File: config.mk
export PLATFORM = sky130hd
export DESIGN_NAME = apu_voice_sequencer_flat
export DESIGN_NICKNAME = d
export VERILOG_FILES = /design/src/rtl/apu_voice_sequencer_if.sv /design/src/rtl/apu_voice_sequencer.sv /design/src/flat_wrapper.sv
export SDC_FILE = /design/constraint.sdc
export NUM_CORES = 1
export LEC_CHECK = 0
export CAP_MARGIN = 20
export CORE_ASPECT_RATIO = 0.75
export CORE_MARGIN = 4
export CORE_UTILIZATION = 40
export CTS_CLUSTER_SIZE = 10
export DETAILED_ROUTE_END_ITERATION = 10
export PLACE_DENSITY = 0.54
export SLEW_MARGIN = 20
export SYNTH_ARGS = -nofsm -noshare
export SYNTH_HDL_FRONTEND = slang
export SYNTH_SLANG_ARGS = --single-unit
export TNS_END_PERCENT = 10
File: constraint.sdc
create_clock -name clk -period 3.9 [get_ports clk]
set_input_delay 0.78 -clock clk [delete_from_list [all_inputs] [get_ports clk]]
set_output_delay 0.78 -clock clk [all_outputs]
set_load 0.01 [all_outputs]
File: src/rtl/apu_voice_sequencer_if.sv
// ---------------------------------------------------------------------------
// apu_voice_sequencer_if
//   Sound-effect trigger port between game logic (collision detector, player
//   logic) and the voice sequencer. A request is accepted on a cycle where
//   trig_valid and trig_ready are both high.
//
//   Signals
//     trig_valid   master -> slave  trigger request
//     trig_ready   slave  -> master sequencer can take a request this cycle
//     trig_voice   master -> slave  target voice index
//     trig_period  master -> slave  tone half-period in line_tick units (0 = silent)
//     trig_len     master -> slave  sustain length in frames (0 = straight to decay)
// ---------------------------------------------------------------------------
interface apu_voice_sequencer_if #(
  parameter int NUM_VOICES = 3,
  parameter int PERIOD_W   = 10,
  parameter int LEN_W      = 6
);
  localparam int VOICE_W = $clog2(NUM_VOICES + 1);

  logic                trig_valid;
  logic                trig_ready;
  logic [VOICE_W-1:0]  trig_voice;
  logic [PERIOD_W-1:0] trig_period;
  logic [LEN_W-1:0]    trig_len;

  modport master (
    output trig_valid,
    output trig_voice,
    output trig_period,
    output trig_len,
    input  trig_ready
  );

  modport slave (
    input  trig_valid,
    input  trig_voice,
    input  trig_period,
    input  trig_len,
    output trig_ready
  );
endinterface

File: src/rtl/apu_voice_sequencer.sv
// ---------------------------------------------------------------------------
// apu_voice_sequencer
//   NUM_VOICES square-wave voices, each with a triggered sustain/decay
//   envelope, summed into a saturating mix and emitted as 1-bit PWM audio.
//
//   Ports
//     clk, reset    system clock, synchronous active-high reset
//     line_tick     one-clk pulse per scanline (tone timebase)
//     frame_tick    one-clk pulse per frame (envelope timebase)
//     trig          trigger port (apu_voice_sequencer_if.slave)
//     voice_active  bit i = voice i not idle; MSB = noise voice
//     trig_err      sticky: a trigger named a voice that does not exist
//     audio_out     PWM audio bit
//
//   Build option
//     APU_NOISE_EN  when defined, voice index NUM_VOICES is a noise voice
//                   whose amplitude source is bit 0 of a 13-bit LFSR stepped
//                   on every tone-counter wrap. Undefined: that index is out
//                   of range and voice_active MSB stays 0.
// ---------------------------------------------------------------------------
module apu_voice_sequencer #(
  parameter int NUM_VOICES = 3,
  parameter int PERIOD_W   = 10,
  parameter int ENV_W      = 5,
  parameter int LEN_W      = 6,
  parameter int PWM_W      = 7
) (
  input  logic                  clk,
  input  logic                  reset,
  input  logic                  line_tick,
  input  logic                  frame_tick,
  apu_voice_sequencer_if.slave  trig,
  output logic [NUM_VOICES:0]   voice_active,
  output logic                  trig_err,
  output logic                  audio_out
);

  localparam int VOICE_W = $clog2(NUM_VOICES + 1);
`ifdef APU_NOISE_EN
  localparam int NV = NUM_VOICES + 1;
`else
  localparam int NV = NUM_VOICES;
`endif
  // Wide enough for up to 8 full-scale envelopes and for the PWM range.
  localparam int SUM_W = (ENV_W + 3 > PWM_W + 1) ? ENV_W + 3 : PWM_W + 1;
  localparam logic [ENV_W-1:0] ENV_MAX = '1;
  localparam logic [PWM_W-1:0] MIX_MAX = '1;

  typedef enum logic [1:0] {
    V_IDLE    = 2'd0,
    V_SUSTAIN = 2'd1,
    V_DECAY   = 2'd2
  } vstate_e;

  function automatic logic [PWM_W-1:0] sat_mix(input logic [SUM_W-1:0] s);
    if (s > SUM_W'(MIX_MAX)) return MIX_MAX;
    else                     return s[PWM_W-1:0];
  endfunction

`ifdef APU_NOISE_EN
  function automatic logic [12:0] lfsr_next(input logic [12:0] l);
    return {l[11:0], ~(l[12] ^ l[8] ^ l[2] ^ l[0])};
  endfunction
`endif

  // One-entry trigger holding register
  logic                pend_vld_q,    pend_vld_d;
  logic [VOICE_W-1:0]  pend_voice_q,  pend_voice_d;
  logic [PERIOD_W-1:0] pend_period_q, pend_period_d;
  logic [LEN_W-1:0]    pend_len_q,    pend_len_d;

  // Per-voice state
  vstate_e             state_q [NV];
  vstate_e             state_d [NV];
  logic [ENV_W-1:0]    env_q   [NV];
  logic [ENV_W-1:0]    env_d   [NV];
  logic [LEN_W-1:0]    len_q   [NV];
  logic [LEN_W-1:0]    len_d   [NV];
  logic [PERIOD_W-1:0] per_q   [NV];
  logic [PERIOD_W-1:0] per_d   [NV];
  logic [PERIOD_W-1:0] cnt_q   [NV];
  logic [PERIOD_W-1:0] cnt_d   [NV];
  logic                sq_q    [NV];
  logic                sq_d    [NV];

  logic                trig_err_q, trig_err_d;
  logic [PWM_W-1:0]    mix_q,      mix_d;
  logic [PWM_W-1:0]    pwm_q,      pwm_d;
  logic                audio_q,    audio_d;
`ifdef APU_NOISE_EN
  logic [12:0]         lfsr_q,     lfsr_d;
  logic                noise_wrap;
`endif

  logic                accept;
  logic [NV-1:0]       hit;
  logic [SUM_W-1:0]    sum;
  logic                amp_src;

  assign trig.trig_ready = ~pend_vld_q;
  assign accept          = trig.trig_valid & ~pend_vld_q;

  always_comb begin
    // ---- capture stage: accepted request parks for one cycle ----
    pend_vld_d    = accept;
    pend_voice_d  = accept ? trig.trig_voice  : pend_voice_q;
    pend_period_d = accept ? trig.trig_period : pend_period_q;
    pend_len_d    = accept ? trig.trig_len    : pend_len_q;

    for (int i = 0; i < NV; i++) begin
      hit[i] = pend_vld_q && (pend_voice_q == VOICE_W'(i));
    end
    // A parked request that matches no voice is dropped and flagged.
    trig_err_d = trig_err_q | (pend_vld_q & ~(|hit));

    // ---- voice stage ----
    state_d = state_q;
    env_d   = env_q;
    len_d   = len_q;
    per_d   = per_q;
    cnt_d   = cnt_q;
    sq_d    = sq_q;
`ifdef APU_NOISE_EN
    noise_wrap = 1'b0;
`endif

    for (int i = 0; i < NV; i++) begin
      if (hit[i]) begin
        // Trigger restarts from any state and overrides a same-cycle frame_tick.
        state_d[i] = (pend_len_q != '0) ? V_SUSTAIN : V_DECAY;
        env_d[i]   = ENV_MAX;
        len_d[i]   = pend_len_q;
        per_d[i]   = pend_period_q;
        cnt_d[i]   = '0;
        sq_d[i]    = (pend_period_q != '0);
      end else if (state_q[i] != V_IDLE) begin
        if (line_tick) begin
          if (per_q[i] == '0) begin
            sq_d[i] = 1'b0;
          end else if (({1'b0, cnt_q[i]} + 1'b1) >= {1'b0, per_q[i]}) begin
            cnt_d[i] = '0;
            sq_d[i]  = ~sq_q[i];
`ifdef APU_NOISE_EN
            if (i == NV - 1) noise_wrap = 1'b1;
`endif
          end else begin
            cnt_d[i] = cnt_q[i] + 1'b1;
          end
        end
        if (frame_tick) begin
          if (state_q[i] == V_SUSTAIN) begin
            len_d[i] = len_q[i] - 1'b1;
            if (len_q[i] == LEN_W'(1)) state_d[i] = V_DECAY;
          end else begin
            env_d[i] = env_q[i] - 1'b1;
            if (env_q[i] == ENV_W'(1)) begin
              // Envelope exhausted: idle holds the square low.
              state_d[i] = V_IDLE;
              sq_d[i]    = 1'b0;
              cnt_d[i]   = '0;
            end
          end
        end
      end
    end

`ifdef APU_NOISE_EN
    lfsr_d = noise_wrap ? lfsr_next(lfsr_q) : lfsr_q;
`endif

    // ---- mix stage: from registered voice state ----
    sum = '0;
    for (int i = 0; i < NV; i++) begin
      amp_src = sq_q[i];
`ifdef APU_NOISE_EN
      if (i == NV - 1) amp_src = lfsr_q[0];
`endif
      if (amp_src) sum = sum + SUM_W'(env_q[i]);
    end
    mix_d = sat_mix(sum);

    // ---- PWM stage ----
    pwm_d   = pwm_q + 1'b1;
    audio_d = (mix_q > pwm_q);
  end

  always_ff @(posedge clk) begin
    if (reset) begin
      pend_vld_q    <= 1'b0;
      pend_voice_q  <= '0;
      pend_period_q <= '0;
      pend_len_q    <= '0;
      for (int i = 0; i < NV; i++) begin
        state_q[i] <= V_IDLE;
        env_q[i]   <= '0;
        len_q[i]   <= '0;
        per_q[i]   <= '0;
        cnt_q[i]   <= '0;
        sq_q[i]    <= 1'b0;
      end
      trig_err_q <= 1'b0;
      mix_q      <= '0;
      pwm_q      <= '0;
      audio_q    <= 1'b0;
`ifdef APU_NOISE_EN
      lfsr_q     <= 13'h0001;
`endif
    end else begin
      pend_vld_q    <= pend_vld_d;
      pend_voice_q  <= pend_voice_d;
      pend_period_q <= pend_period_d;
      pend_len_q    <= pend_len_d;
      state_q       <= state_d;
      env_q         <= env_d;
      len_q         <= len_d;
      per_q         <= per_d;
      cnt_q         <= cnt_d;
      sq_q          <= sq_d;
      trig_err_q    <= trig_err_d;
      mix_q         <= mix_d;
      pwm_q         <= pwm_d;
      audio_q       <= audio_d;
`ifdef APU_NOISE_EN
      lfsr_q        <= lfsr_d;
`endif
    end
  end

  always_comb begin
    voice_active = '0;
    for (int i = 0; i < NV; i++) begin
      voice_active[i] = (state_q[i] != V_IDLE);
    end
  end

  assign trig_err  = trig_err_q;
  assign audio_out = audio_q;

endmodule

File: src/flat_wrapper.sv
// flat-port wrapper written by rule: the top's interface ports become plain ports
module apu_voice_sequencer_flat 
#(
  parameter int NUM_VOICES = 3,
  parameter int PERIOD_W   = 10,
  parameter int ENV_W      = 5,
  parameter int LEN_W      = 6,
  parameter int PWM_W      = 7
)
  (clk, reset, line_tick, frame_tick, voice_active, trig_err, audio_out, trig_trig_valid, trig_trig_voice, trig_trig_period, trig_trig_len, trig_trig_ready);
  apu_voice_sequencer_if #(.NUM_VOICES(NUM_VOICES), .PERIOD_W(PERIOD_W), .LEN_W(LEN_W)) trig_i ();
  input  logic clk;
  input  logic reset;
  input  logic line_tick;
  input  logic frame_tick;
  output logic [NUM_VOICES:0] voice_active;
  output logic trig_err;
  output logic audio_out;
  input wire logic [$bits(trig_i.trig_valid)-1:0] trig_trig_valid;
  input wire logic [$bits(trig_i.trig_voice)-1:0] trig_trig_voice;
  input wire logic [$bits(trig_i.trig_period)-1:0] trig_trig_period;
  input wire logic [$bits(trig_i.trig_len)-1:0] trig_trig_len;
  output wire logic [$bits(trig_i.trig_ready)-1:0] trig_trig_ready;
  assign trig_i.trig_valid = trig_trig_valid;
  assign trig_i.trig_voice = trig_trig_voice;
  assign trig_i.trig_period = trig_trig_period;
  assign trig_i.trig_len = trig_trig_len;
  assign trig_trig_ready = trig_i.trig_ready;
  apu_voice_sequencer #(.NUM_VOICES(NUM_VOICES), .PERIOD_W(PERIOD_W), .ENV_W(ENV_W), .LEN_W(LEN_W), .PWM_W(PWM_W)) u_core (.clk(clk), .reset(reset), .line_tick(line_tick), .frame_tick(frame_tick), .trig(trig_i), .voice_active(voice_active), .trig_err(trig_err), .audio_out(audio_out));
endmodule
==> reports/qor.yml <==
grtUsageTotal: 0.180
fin_skew_ns: 0.00973
synthFlopType: "dfxtp_1"
p_int_w: 0.00294
synth_compound_area_frac: 0.182
final_common_cell: "nand2_1"
p_sw_w: 0.000816
irDropWorstVdd_uv: 252
worstMarginPinSlew_ns: 0.777
drtIter0Drc: 405
grt_pass1_wl_mm: 31.6
initial_core_util: 0.410
portBuffers: 28
pwr-share-clk: 0.539
fin_crit_sh: 0.811
combinationalPowerShare: 0.066
viasPerCell: 5.20
avgSynthCellArea_um2: 8.03
crit_required_ns: 4.21
crit_type: "register to register"
synth_top_family_by_area: "simple AND/OR/NAND/NOR gates"
synthesis.instances: 950
post-cts-setup-buffers: 0
synth-xor-area-share: 0.0666
rows: 43
fin_setup_tns_ns: 0
cts_hold_buf: 0
yosysUniqueCellTypes: 64
layout_common_cells: "nand2_1 (151), dfxtp_1 (137), a21oi_1 (91)"
cts_made_buffers: 17
pwr-share-seq: 0.395
nets: 1057
regToRegStartpoint: "u_core.cnt_q[20]$_SDFFE_PP0P_"
dr.pass1.iters: 5
async_flop_share: 0
grt_start_max_net_pins: 47
fin_crit_ns: 3.16
worstPathMaxFanout: 8
clk_pin_slew_ns: 0.06
clockBufferDepth: 2
syn_area_um2: 7630
status: "completed"
drt.antenna.violating_nets: 0
cts.sinks: 137
clock_latency_ns: 0.42
grt_pass1_vias: 6109
seq_area_um2: 2740
yosys.area_share.simple: 0.224
muxShareOfSynthArea: 0.00672
maxCapViolations: 0
cts-root-buf: "clkbuf_16"
ys_seq_area_frac: 0.360
fin_util: 0.478
max_slew_margin: 0.479
cts_tree: "built"
globalplace.congestion: 0.805
fp.dieW_um: 167
synth-edff-count: 0
fin_area_um2: 8900
area_delta_synth_final_pct: 16.6
die_y_um: 128
wl_per_cell_um: 15.2
wl_mm: 18.7
max_freq_mhz: 316
coreArea_um2: 18600
slew_violations: 0
hp-start: "u_core.per_q[18]$_SDFFE_PP0P_"
startpoint_type: "register"
setup_violations: 0
crit_path_end_kind: "register"
via_count: 6395
p_total_w: 0.00375
leakage_nw: 3.49
finalHoldViolCount: 0
overflow: 0
place_hpwl_mm: 13.5
drc: 0
multiInputGateArea_um2: 4490
htree_levels: 4
cp-startpoint: "u_core.cnt_q[20]$_SDFFE_PP0P_"
switching_share: 0.218
synth-adder-area-share: 0.109
ys_warn_count: 0
synth_seq_cells: 137
hold_path.class: "register to register"
antenna_found_initial: 0
arrival_ns: 3.47
ctsResizeCount: 0
n_fill_cell: 1868
placed_area_um2: 8150
rsz0062_at_grt: "no"
power_density_nw_per_um2: 422
drive_gt1_frac: 0.0570
die_area_um2: 21400
n_antenna_cell: 0
syn_nets: 1038
ios: 30
cell usage after synthesis, drive strengths merged, types with 16 or more instances:
cell | count | area (um2)
dfxtp | 137 | 2740
a21oi | 91 | 455
xor2 | 16 | 140
nor3 | 22 | 115
nand3 | 35 | 175
nor2b | 16 | 100
ha | 63 | 788
xnor2 | 42 | 368
a211oi | 25 | 188
nor2 | 65 | 244
a32o | 16 | 160
inv | 62 | 233
clkbuf | 29 | 111
o21ai | 33 | 165
nand2 | 151 | 567
kinds of logic (layout without fill, tap and decap cells):
group	count (synthesis)	after routing
and+or+nand+nor	362	362
AOI/OAI and AO/OA	218	218
DFF	137	137
buffers and inverters	104	136
adders and majority gates	65	65
xor gates and xnor gates	58	58
muxes	5	5
other	1	1
worst max-delay path, stage by stage (launching register included):
cell and delay, ns:
dfxtp_1 0.39, ha_1 0.26, nand3_1 0.18, inv_1 0.11, and3_1 0.17, xor2_1 0.20, ha_1 0.27, a21o_1 0.18
a21o_1 0.19, o21bai_1 0.17, a21oi_1 0.56, o22ai_1 0.13, a31o_2 0.24
per-stage QoR:
stage	setup slack (ns)	cells	hold slack (ns)
after floorplan	1.19	950	0.430
after global placement	0.778	1197	0.446
after detailed placement	0.753	1197	0.447
after CTS	0.721	1229	0.456
after global routing	0.439	1229	0.490
final	0.738	1229	0.455
power by group through the flow:
stage	sequential (W)	combinational (W)	clock (W)
final	0.00148	0.000246	0.00202
after floorplan	0.00149	0.000168	0
after CTS	0.00148	0.000247	0.00206
after detailed placement	0.00151	0.000246	0
after global placement	0.00151	0.000246	0
after global routing	0.00149	0.000278	0.00212
sequential cells by signal, summed over array words and instances, names as in the netlist, 6 cells and up:
signal,cells
u_core.pend_period_q,10
u_core.pwm_q,7
u_core.per_q,30
u_core.state_q,6
u_core.mix_q,7
u_core.pend_len_q,6
u_core.env_q,15
u_core.len_q,18
u_core.cnt_q,30
path summary, 6_finish.rpt:
kind | end | slack [ns] | depth (start not counted)
setup / recovery | u_core.sq_q[2]$_SDFFE_PP0N_ | 0.74 | 12
hold / removal | u_core.per_q[18]$_SDFFE_PP0P_ | 0.45 | 2
setup reg to reg | u_core.sq_q[2]$_SDFFE_PP0N_ | 0.74 | 12
hold reg to reg | u_core.per_q[18]$_SDFFE_PP0P_ | 0.45 | 2
area by class of cell:
| cell class | instances | area share |
|---|---|---|
| Tap cell | 247 | 0.0347 |
| Inverter | 63 | 0.0266 |
| Clock buffer | 21 | 0.0540 |
| Timing Repair Buffer | 41 | 0.0422 |
| Multi-Input combinational cell | 709 | 0.505 |
| Clock inverter | 11 | 0.0295 |
| Sequential cell | 137 | 0.308 |
routing by layer:
metal	up-vias	global-route usage	part of all wire
met5	-	0	0
met4	0	0.0515	0.0093
met3	13	0.0322	0.032
met2	95	0.254	0.40
met1	2926	0.278	0.56
li1	3361	-	-
No activity file was read; power rests on OpenSTA's default activity.
